<file path="src/rtl/cp0_v2.sv">
// Coprocessor-0 for a small MIPS-style core: status/cause/EPC, trap entry,
// level interrupts and a Count/Compare timer.
module cp0_v2 #(
  parameter int          NUM_HWINT = 5,
  parameter logic [31:0] PRID_VAL  = 32'h0000_0B0A,
  parameter int          TIMER_EN  = 1
) (
  input  logic                 clk,
  input  logic                 rst,
  input  logic [4:0]           A1,
  input  logic [4:0]           A2,
  input  logic [31:0]          DIn,
  input  logic                 We,
  input  logic [31:0]          PC,
  input  logic                 ExcInBd,
  input  logic [4:0]           ExcCode,
  input  logic [31:0]          BadVAddrIn,
  input  logic [NUM_HWINT-1:0] HWInt,
  input  logic                 EXLClr,
  output logic                 Req,
  output logic [31:0]          EPCout,
  output logic [31:0]          DOut,
  output logic                 TimerIrq
);

  localparam bit TimerOn = (TIMER_EN != 0);

  logic [31:0] badvaddr_r;
  logic [31:0] count_r;
  logic [31:0] compare_r;
  logic [31:0] epc_r;
  logic [5:0]  im_r;
  logic        exl_r;
  logic        ie_r;
  logic        bd_r;
  logic        ti_r;
  logic [4:0]  hw_ip_r;
  logic [4:0]  exccode_r;

  logic [4:0]  hwint_ext_s;
  logic [5:0]  pending_s;
  logic        int_req_s;
  logic        exc_req_s;
  logic        req_s;
  logic        wr_count_s;
  logic        wr_compare_s;
  logic        wr_sr_s;
  logic        wr_epc_s;
  logic        badv_load_s;
  logic [31:0] sr_val_s;
  logic [31:0] cause_val_s;

  // Trap request and write-enable decode; any mtc0 is dropped while a trap is taken.
  always_comb begin
    hwint_ext_s  = 5'(HWInt);
    pending_s    = {ti_r, hwint_ext_s};
    int_req_s    = (|(pending_s & im_r)) & ie_r & ~exl_r;
    exc_req_s    = (ExcCode != 5'd0) & ~exl_r;
    req_s        = (int_req_s | exc_req_s) & ~rst;
    wr_count_s   = We & (A2 == 5'd9)  & ~req_s & TimerOn;
    wr_compare_s = We & (A2 == 5'd11) & ~req_s & TimerOn;
    wr_sr_s      = We & (A2 == 5'd12) & ~req_s;
    wr_epc_s     = We & (A2 == 5'd14) & ~req_s;
    badv_load_s  = req_s & ~int_req_s & ((ExcCode == 5'd4) | (ExcCode == 5'd5));
  end

  // Free-running Count, Compare and the sticky timer interrupt flag.
  always_ff @(posedge clk) begin
    if (rst) begin
      count_r   <= 32'd0;
      compare_r <= 32'hFFFF_FFFF;
      ti_r      <= 1'b0;
    end else if (!TimerOn) begin
      count_r   <= 32'd0;
      ti_r      <= 1'b0;
    end else begin
      count_r <= wr_count_s ? DIn : count_r + 32'd1;
      if (wr_compare_s) begin
        compare_r <= DIn;
        ti_r      <= 1'b0;
      end else if (count_r == compare_r) begin
        ti_r <= 1'b1;
      end
    end
  end

  // Status register: trap entry forces EXL, eret clears it even over an mtc0.
  always_ff @(posedge clk) begin
    if (rst) begin
      im_r  <= 6'd0;
      exl_r <= 1'b0;
      ie_r  <= 1'b0;
    end else if (req_s) begin
      exl_r <= 1'b1;
    end else if (wr_sr_s) begin
      im_r  <= DIn[15:10];
      ie_r  <= DIn[0];
      exl_r <= DIn[1] & ~EXLClr;
    end else if (EXLClr) begin
      exl_r <= 1'b0;
    end
  end

  // Cause, EPC and BadVAddr capture at trap entry.
  always_ff @(posedge clk) begin
    if (rst) begin
      bd_r       <= 1'b0;
      exccode_r  <= 5'd0;
      hw_ip_r    <= 5'd0;
      epc_r      <= 32'd0;
      badvaddr_r <= 32'd0;
    end else begin
      hw_ip_r <= hwint_ext_s;
      if (req_s) begin
        bd_r      <= ExcInBd;
        exccode_r <= int_req_s ? 5'd0 : ExcCode;
        epc_r     <= ExcInBd ? (PC - 32'd4) : PC;
      end else if (wr_epc_s) begin
        epc_r <= DIn;
      end
      if (badv_load_s) begin
        badvaddr_r <= BadVAddrIn;
      end
    end
  end

  // Read mux over pre-edge register state.
  always_comb begin
    sr_val_s    = {16'h0000, im_r, 8'h00, exl_r, ie_r};
    cause_val_s = {bd_r, ti_r, 14'h0000, ti_r, hw_ip_r, 3'b000, exccode_r, 2'b00};
    case (A1)
      5'd8:    DOut = badvaddr_r;
      5'd9:    DOut = TimerOn ? count_r : 32'd0;
      5'd11:   DOut = TimerOn ? compare_r : 32'd0;
      5'd12:   DOut = sr_val_s;
      5'd13:   DOut = cause_val_s;
      5'd14:   DOut = epc_r;
      5'd15:   DOut = PRID_VAL;
      default: DOut = 32'd0;
    endcase
  end

  assign Req      = req_s;
  assign EPCout   = epc_r;
  assign TimerIrq = ti_r;

endmodule

</file>
<file path="config.mk">
export PLATFORM = sky130hd
export DESIGN_NAME = cp0_v2
export DESIGN_NICKNAME = d
export VERILOG_FILES = /design/src/rtl/cp0_v2.sv
export SDC_FILE = /design/constraint.sdc
export NUM_CORES = 1
export LEC_CHECK = 0
export CAP_MARGIN = 20
export CORE_AREA = 2 2 162 164
export DETAILED_ROUTE_END_ITERATION = 6
export DIE_AREA = 0 0 164 166
export PLACE_DENSITY = 0.59
export SYNTH_ARGS = -nofsm -noshare
export SYNTH_HDL_FRONTEND = slang
export SYNTH_SLANG_ARGS = --single-unit
</file>
<file path="constraint.sdc">
create_clock -name clk -period 5.1 [get_ports clk]
set_clock_uncertainty 0.1 [all_clocks]
set_input_delay 0.51 -clock clk [delete_from_list [all_inputs] [get_ports clk]]
set_output_delay 0.51 -clock clk [all_outputs]
set_load 0.02 [all_outputs]
</file>
Word-level counts from Yosys, hierarchy flattened
Cells that the tools add are included.

cells by class
  bitwise logic cells = 23
  mux-type cells = 9
  equal/unequal tests = 14
  reductions and logical operators = 6
  add/subtract/negate cells = 2

operators with widths
  kind                                                                  count
  32-bit case mux with 7 select lines                                   1
  32-bit two-way mux                                                    4
  5-bit by 4-bit == test with 1-bit output, second input constant       11
  32-bit by 1-bit adder with 32-bit output, second input constant       1
  32-bit == test                                                        1
  32-bit by 3-bit subtractor with 32-bit output, second input constant  1
  1-bit AND                                                             15
  5-bit by 3-bit == test with 1-bit output, second input constant       2
  6-bit AND                                                             1
  6-bit OR reduction                                                    1
  5-bit two-way mux                                                     1
  1-bit inverter                                                        5
  5-bit nonzero test                                                    1
  1-bit two-way mux                                                     3
  3-bit nonzero test                                                    1
  1-bit OR                                                              2
  2-bit AND reduction                                                   1
  2-bit nonzero test                                                    1
  2-bit OR reduction                                                    1

storage, ports and cells
  logic and storage cells = 65
  register bits after elaboration = 148
  bits of input ports = 121
  output and inout bits = 66

Logic depth before layout (Yosys ltp)
  depth in word-level cells = 10
  mapped depth = 8

Worst setup path before layout
OpenSTA, ideal clock, no wires.

  kind = input port to output port
  start = input port A1[4]
  end = output port DOut[3]
  required time = 4.490 ns
  cell stages on the path = 5
  path buffers = 1
  arrival = 1.935 ns
  setup slack = 2.555 ns
  cells stage by stage = or3b_2 > nor3_1 > clkbuf_1 > a222oi_1 > o211ai_1

on the way
  cells in the longest elaborated chain, start to end = 2
  elaborated cells between the ends (all ways) = 8
  classes of those cells = eq/ne (7); mux (1)

ends and longest elaborated chain
  what                                      RTL line  source
  start, declared                           10        input logic [4:0] A1,
  5-bit by 4-bit == test with 1-bit output  131       case (A1)
  32-bit case mux with 7 select lines *     131
  end, declared                             22        output logic [31:0] DOut,

Every way passes the cells marked *; elsewhere a longest branch is shown, timed or not.

Worst setup path after layout
  start = input port A1[3]
  end = output port DOut[30]

Same word-level chain as after synthesis.

==> results.sh <==
export IMPL_outcome="finished, final reports clean"
export IMPL_antenna_found_initial=1
export IMPL_finalCritPeriodShare_pct=78.0
export IMPL_ys_seq_area_share_pct=36.9
export IMPL_synth_top_area_share_pct=36.9
export IMPL_htree_levels=4
export IMPL_synth_ff_type="dfxtp_1"
export IMPL_antenna_left=0
export IMPL_cp_max_fo=18
export IMPL_critPathKind="primary input to primary output"
export IMPL_chipWidth_um=164
export IMPL_clk_path_buf_depth=2
export IMPL_grt_setup_unrepaired="no"
export IMPL_fin_cells=1482
export IMPL_maxCapViolCount=0
export IMPL_cts_resized=0
export IMPL_syn_area_per_cell_um2=8.18
export IMPL_vdd_drop_max_mv=0.178
export IMPL_clkTransAtPathRegs_ps=60
export IMPL_cts_buffers=17
export IMPL_grt_ovfl_total=0
export IMPL_power_density_nw_per_um2=281
export IMPL_dp_cells=1448
export IMPL_cts_tree="done"
export IMPL_crit_path_start_kind="primary input"
export IMPL_ys_ff_latch=148
export IMPL_detail_route_vias_per_cell=5.39
export IMPL_coreArea_um2=25600
export IMPL_drcViolationCount=0
export IMPL_yosysTopAreaCell="dfxtp_1"
export IMPL_async_reset_ff_share_pct=0
export IMPL_cts_sinks=148
export IMPL_hold_class="register to register"
export IMPL_worst_pin_slew_ps=1100
export IMPL_syn_nets=1104
export IMPL_start_util_pct=31.3
export IMPL_whs_path_depth=2
export IMPL_cts_root_buf="clkbuf_16"
export IMPL_drt_wl_total_mm=30.5
export IMPL_syn2layout_area_growth_pct=34.6
export IMPL_ioPinCount=187
export IMPL_vias=7985
export IMPL_post_cts_buffers=0
export IMPL_p_leak_nw=4.04
export IMPL_yosys_warnings=0
export IMPL_grt_max_degree=97
export IMPL_cp_end_kind="primary output"
export IMPL_dp_hpwl_mm=23.2
export IMPL_syn_area_um2=8030
export IMPL_wl_per_cell_um=20.6
export IMPL_reg2reg_depth=8
export IMPL_arrival_ps=3370
export IMPL_synth_area_top_cells="dfxtp_1 37%, nand2_1 9.2%, xnor2_1 6.2%"
export IMPL_max_freq_ghz=0.251
export IMPL_grt_pass1_wl_mm=45.8
export IMPL_synth_cell_types=62
export IMPL_finalCriticalPeriod_ps=3980
export IMPL_tns_ps=0
export IMPL_slew_headroom_pct=25.9
export IMPL_finalNetCount=1256
export IMPL_clkLatencyLatePin_ps=420
export IMPL_portBuffers=186
export IMPL_dr_pass1_iters=7
export IMPL_synth_edf_count=0
export IMPL_grt_use_total_pct=22.2
export IMPL_drive_gt1_share_pct=6.72
export IMPL_place_congestion=0.960
export IMPL_drtIter0Drc=953
export IMPL_slew_viol_final=0
export IMPL_hold_violations=0
export IMPL_die_area_um2=27200
export IMPL_cts_hold_buf=0
export IMPL_syn_inst=981
export IMPL_setup_violations=0
export IMPL_worstPathRequired_ps=4490
export IMPL_grt_pass1_vias=7534
export IMPL_chipHeight_um=166
export IMPL_row_count=59
[sequential cells by signal (all words and copies together) (netlist names), 5 cells and up]
register and count:
EPCout 32, badvaddr_r 32, compare_r 32, hw_ip_r 5
exccode_r 5, count_r 32, im_r 6
[cells in the mapped netlist (all sizes together) (3+ instances only)]
library cell,n
dfxtp,148
nand2,198
buf,15
a311oi,3
xnor2,57
nand3,31
a22oi,20
a21o,14
nor2,89
clkbuf,51
mux2,4
o21ai,8
nor4b,3
xor2,28
and4,6
nor4,11
or2,3
nand3b,36
nor2b,6
a222oi,26
or3,6
a211oi,47
mux2i,37
nand4,25
a21oi,51
inv,4
a22o,5
and3,5
and2,3
nor3,16
nor3b,3
[worst paths after layout]
path                                                   from                          end  slack [ps]
worst max-delay path                                  A1[3]                     DOut[30]        1120
worst min-delay path            badvaddr_r[20]$_SDFFE_PP0P_  badvaddr_r[20]$_SDFFE_PP0P_         360
worst max register to register        TimerIrq$_SDFFE_PP0N_    exccode_r[0]$_SDFFE_PP0P_        2460
worst min register to register  badvaddr_r[20]$_SDFFE_PP0P_  badvaddr_r[20]$_SDFFE_PP0P_         360
[where the power goes]
group	leakage, nW	internal, W	switching, W
clock network	0.319	0.000881	0.000493
registers	1.21	0.00120	0.0000487
logic	2.52	0.000205	0.000208
[critical path, cell delays in order]
cell and delay, ps:
clkdlybuf4s50_1 490, or3b_2 510, nor2_2 700, buf_4 300, a222oi_1 110, nand2_1 120, clkdlybuf4s50_1 630
[kinds of logic after synthesis]
group / count (synthesis) / synth area share [%]
AO/OA/AOI/OAI: 186 / 17.0
multiplexers: 41 / 5.18
AND/OR/NAND/NOR: 449 / 27.5
adder cells (fa/ha/maj): 2 / 0.312
XOR/XNOR: 85 / 9.28
flip-flops: 148 / 36.9
buffers and inverters: 70 / 3.83
[layer usage]
layer | part of all wire (%) | vias to the layer above | global-route usage (%)
met1 | 46 | 3770 | 32.0
met5 | 0 | - | 0
li1 | - | 3824 | -
met3 | 7.6 | 51 | 4.42
met2 | 44 | 340 | 32.2
met4 | 3.1 | 0 | 8.81
[layout by cell type (no fill, tap or decap), types with 3 or more instances in the layout]
cell             synthesis  routed
nand2_1                197     196
clkdlybuf4s50_1          0     185
dfxtp_1                148     148
nor2_1                  88      85
xnor2_1                 57      57
a21oi_1                 50      50
a211oi_1                47      47
mux2i_1                 37      37
nand3b_1                36      36
nand3_1                 29      29
xor2_1                  28      28
a222oi_1                26      26
nand4_1                 25      25
a22oi_1                 20      20
clkbuf_16                0      17
nor3_1                  15      13
a21o_1                  13      13
buf_4                    0      13
nor4_1                   8       8
o21ai_0                  7       7
nor2b_1                  6       6
and4_1                   6       6
and3_1                   5       5
or3_1                    5       5
a22o_1                   5       5
clkbuf_8                 2       5
inv_1                    4       4
nor2_2                   1       4
mux2_2                   4       4
clkinv_2                 0       4
bufinv_16                0       4
nor3_2                   1       3
nor3b_1                  3       3
and2_1                   3       3
[metrics by stage]
step	util (%)	instance area, um2	setup slack [ps]	power (W)	hold WS (ps)
CTS	42.1	10800	1140	0.00305	355
detailed placement	39.5	10100	1140	0.00168	347
global placement	39.5	10100	1150	0.00168	343
floorplan	-	8030	2560	0.00143	336
finish	42.2	10800	1120	0.00303	358
global route	42.2	10800	1030	0.00313	377
[area by class of cell]
cell class | instances | area [um2]
Fill cell | 2562 | 14800
Antenna cell | 1 | 2.50
Clock inverter | 9 | 148
Sequential cell | 148 | 2960
Timing Repair Buffer | 199 | 1980
Multi-Input combinational cell | 763 | 4780
Tap cell | 335 | 419
Inverter | 4 | 15.0
Clock buffer | 23 | 498
No activity file was read; power rests on OpenSTA's default activity.
